==> src/rtl/sync_ram_ctrl.sv <==
// Single-port synchronous RAM controller with a self-zeroing INIT sequence.
// Requests complete in one cycle; out-of-range addresses get an error response.
module sync_ram_ctrl #(
    parameter int unsigned DATA_W = 8,
    parameter int unsigned ADDR_W = 5,
    parameter int unsigned DEPTH  = 16
) (
    input  logic              clk,
    input  logic              rst_n,
    input  logic              req_valid,
    output logic              req_ready,
    input  logic              req_we,
    input  logic [ADDR_W-1:0] req_addr,
    input  logic [DATA_W-1:0] req_wdata,
    input  logic              clear,
    output logic              resp_valid,
    output logic [DATA_W-1:0] resp_rdata,
    output logic              resp_err,
    output logic              init_busy
);

    localparam int unsigned CNT_W = (DEPTH > 2) ? $clog2(DEPTH) : 1;
    localparam int unsigned CMP_W = ADDR_W + 1;

    typedef enum logic {
        ST_INIT = 1'b0,
        ST_IDLE = 1'b1
    } state_e;

    state_e              state_q, state_d;
    logic [CNT_W-1:0]    cnt_q, cnt_d;
    logic [DATA_W-1:0]   mem_q [DEPTH];

    logic                resp_valid_q;
    logic [DATA_W-1:0]   resp_rdata_q;
    logic                resp_err_q;

    logic                accept_c;
    logic                in_range_c;
    logic [CNT_W-1:0]    idx_c;

    // Extra compare bit keeps DEPTH == 2**ADDR_W from wrapping to zero
    assign in_range_c = ({1'b0, req_addr} < CMP_W'(DEPTH));
    assign idx_c      = req_addr[CNT_W-1:0];
    assign req_ready  = (state_q == ST_IDLE);
    assign init_busy  = (state_q == ST_INIT);
    assign accept_c   = req_valid && req_ready;

    always_ff @(posedge clk or negedge rst_n) begin
        if (!rst_n) begin
            state_q <= ST_INIT;
            cnt_q   <= '0;
        end else begin
            state_q <= state_d;
            cnt_q   <= cnt_d;
        end
    end

    always_comb begin
        state_d = state_q;
        cnt_d   = cnt_q;
        unique case (state_q)
            ST_INIT: begin
                if (clear) begin
                    cnt_d = '0;
                end else if (cnt_q == CNT_W'(DEPTH - 1)) begin
                    state_d = ST_IDLE;
                    cnt_d   = '0;
                end else begin
                    cnt_d = cnt_q + CNT_W'(1);
                end
            end
            ST_IDLE: begin
                if (clear) begin
                    state_d = ST_INIT;
                    cnt_d   = '0;
                end
            end
            default: begin
                state_d = ST_INIT;
                cnt_d   = '0;
            end
        endcase
    end

    // Storage is never reset; INIT zeroes one entry per cycle instead
    always_ff @(posedge clk) begin
        if (state_q == ST_INIT) begin
            mem_q[cnt_q] <= '0;
        end else if (accept_c && req_we && in_range_c) begin
            mem_q[idx_c] <= req_wdata;
        end
    end

    always_ff @(posedge clk or negedge rst_n) begin
        if (!rst_n) begin
            resp_valid_q <= 1'b0;
            resp_rdata_q <= '0;
            resp_err_q   <= 1'b0;
        end else begin
            resp_valid_q <= accept_c;
            if (accept_c) begin
                if (!in_range_c) begin
                    resp_rdata_q <= '0;
                    resp_err_q   <= 1'b1;
                end else begin
                    resp_rdata_q <= req_we ? req_wdata : mem_q[idx_c];
                    resp_err_q   <= 1'b0;
                end
            end
        end
    end

    assign resp_valid = resp_valid_q;
    assign resp_rdata = resp_rdata_q;
    assign resp_err   = resp_err_q;

endmodule

==> config.mk <==
export PLATFORM = sky130hd
export DESIGN_NAME = sync_ram_ctrl
export DESIGN_NICKNAME = d
export VERILOG_FILES = /design/src/rtl/sync_ram_ctrl.sv
export SDC_FILE = /design/constraint.sdc
export NUM_CORES = 1
export LEC_CHECK = 0
export CORE_ASPECT_RATIO = 1.1
export CORE_MARGIN = 2
export CORE_UTILIZATION = 53
export DETAILED_ROUTE_END_ITERATION = 10
export PLACE_DENSITY = 0.75
export SETUP_SLACK_MARGIN = 0.3
export SLEW_MARGIN = 20
export SYNTH_ARGS = -nofsm -noshare
export SYNTH_HDL_FRONTEND = slang
export SYNTH_SLANG_ARGS = --single-unit
==> constraint.sdc <==
create_clock -name clk -period 1.74 [get_ports clk]
set_input_delay 0.261 -clock clk [delete_from_list [all_inputs] [get_ports clk]]
set_output_delay 0.261 -clock clk [all_outputs]
set_load 0.01 [all_outputs]
==> results.txt <==
clk sink count -> 143
drt wl/cell -> 26.0 microns
sequential element share of the synthesized area -> 73.6%
post-synth cell types -> 34
dpl hpwl -> 8.55 mm
CP max-delay cell -> dfrtp_1
area of the multi-input gates -> 1740 sq um
vias in the first global route -> 3304
Peak VDD IR -> 0.722 mV
Setup crit end kind -> register
top cell type by total area after synthesis -> edfxtp_1
max-cap viol count -> 0
fraction of registers with async set/reset -> 10.5%
CP arrival -> 1.89 ns
clock transition at the registers of the reported paths -> 0.06 ns
Cell Area, Placed -> 7160 sq um
initial antenna violation count -> 0
Antenna Nets Post-Route -> 0
Worst Hold Slack -> 0.172 ns
Slew Limit Fails -> 0
die height -> 113 microns
Top Ports -> 30
synthesized area per cell -> 19.9 sq um
via count -> 3221
Final min period -> 1.79 ns
Crit path buffers/inverters -> 1
share of the synthesized area in the top cell type -> 67.1%
CTS tree -> yes
Tcrit/Tclk final -> 103%
Crit path required time -> 1.84 ns
Place WS -> -0.408 ns
setup ws final -> -0.0507 ns
delay of the slowest critical-path stage -> 0.40 ns
Max Fclk -> 558 MHz
leading cell types in the layout, fill and taps excluded -> 128 x edfxtp_1, 31 x mux4_2, 31 x buf_12
cells taking the most area after synthesis -> edfxtp_1 67%, mux4_2 9.4%, dfrtp_1 6.5%, mux4_1 3.7%, mux2_2 1.8%
relative slew slack -> 71.2%
WL final -> 14.0 mm
pin count of the biggest net entering global routing -> 17
PwrDens -> 976 nW/um^2
global route overflow -> 0
post-synthesis register bit count -> 143
ANT cells -> 0
Core Util, Final -> 75.2%
Residual DRC -> 0
Non-Filler Instances -> 538
Gate Count Post-Synth -> 288
CTS Buf Count -> 17
die width -> 103 microns
fillcell total -> 587
input/output buffers -> 29
post-route setup TNS -> -1.78 ns
Final Cell Area -> 7860 sq um
CP Cell Sequence -> and4b_1 -> buf_12 -> nor3b_4 -> a31oi_4 -> nor2_4
Final Net Count -> 402
Setup CP Type -> register to register
CP Max Fanout -> 12
initial core utilization -> 54.9%
drt pass-1 iters -> 5
later-pin clock latency in the skew report -> 0.42 ns
drt via density -> 5.99
status -> finished with violations
synthesized cell area -> 5730 sq um
RSZ-0062 raised after global routing -> true
PnR Total Power -> 7.67 mW
violated checks -> setup timing
Site Rows -> 39
Startpoint Class -> register
commonest non-fill, non-tap cell in the layout -> edfxtp_1
Min-Delay Path Class -> primary input to async pin
Pleak -> 3.00 nW
global-route wire length before repair -> 21.0 mm
syn_nets -> 307
skew final -> 0.00941 ns
CTS max path bufs -> 2
Root Driver -> clkbuf_16
gr usage total -> 26.3%
Core Box Area -> 10400 sq um
Fin. Hold Viols -> 0
Register Area -> 4220 sq um
area delta synth->final -> 37.1%
EDFF count, synth -> 128
Worst-Margin Slew -> 0.432 ns
Top FF cell, synth -> edfxtp_1
placed cell count -> 498
H-tree depth -> 4
yosys warns -> 0
final setup violating endpoints -> 102
Die ar. -> 11700 sq um
Top delay family on crit path -> simple AND/OR/NAND/NOR gates
First DRT Iteration DRCs -> 309
share of cells above drive strength 1 -> 44.8%
GP Congestion -> 0.834
final timing paths:
check | startpoint | to | slack (ns) | cells after the start
max in group asynchronous | rst_n | resp_rdata[6] | 1.39 | 2
max | req_ready | mem_q[6][2] | -0.05 | 5
min in group clk | clear | cnt_q[2] | 0.50 | 2
min | rst_n | resp_rdata[2] | 0.17 | 2
max reg2reg | req_ready | mem_q[6][2] | -0.05 | 5
min reg2reg | resp_err | resp_err | 0.51 | 1
what timing repair did:
item / 4_1_cts / 5_1_grt
pin swaps: 14 / 5
gates resized for setup: 24 / 7
setup buffers: 6 / 2
endpoints found under the setup margin: 272 / 259
hold buffers: 0 / 0
gates cloned: 1 / 0
Yosys cell counts, drive strengths merged, types with 7 or more instances:
library cell	count
buf	12
mux2	9
o21ai	9
inv	7
mux4	32
dfrtp	15
edfxtp	128
nor2	23
mux2i	10
a31oi	7
and2	8
a221oi	8
flip-flops by register name, summed over array words and instances, names as in the netlist:
name	count
mem_q	128
resp_rdata	8
cnt_q	4
req_ready	1
resp_err	1
resp_valid	1
routing by layer:
layer	part of all wire (%)	global-route usage [%]	routed length, microns	up-vias
met5	0	0	0	-
met4	4.0	12.2	560	0
met3	7.2	6.86	1000	34
met2	48	39.0	6780	165
met1	40	36.9	5640	1650
li1	-	-	-	1372
cell families after synthesis:
family,count (synthesis),share of synthesized area [%]
flip-flops,143,73.6
multiplexers,51,16.6
AND/OR/NAND/NOR,43,3.69
AO/OA/AOI/OAI,28,3.47
buffers and inverters,21,2.25
XOR/XNOR,1,0.153
adder cells (fa/ha/maj),1,0.218
power breakdown:
group	switching, mW	internal (mW)	total (mW)
logic	0.268	0.284	0.551
clock network	1.36	1.93	3.29
registers	0.0418	3.79	3.83
cell type report:
cell class	instances	area share, %
clock inverter	13	1.27
timing repair buffer	90	14.7
tap	143	2.28
clock buffer	18	5.46
multi-input combinational	124	22.2
inverter	7	0.334
sequential	143	53.7
(Power assumes the default switching activity.)
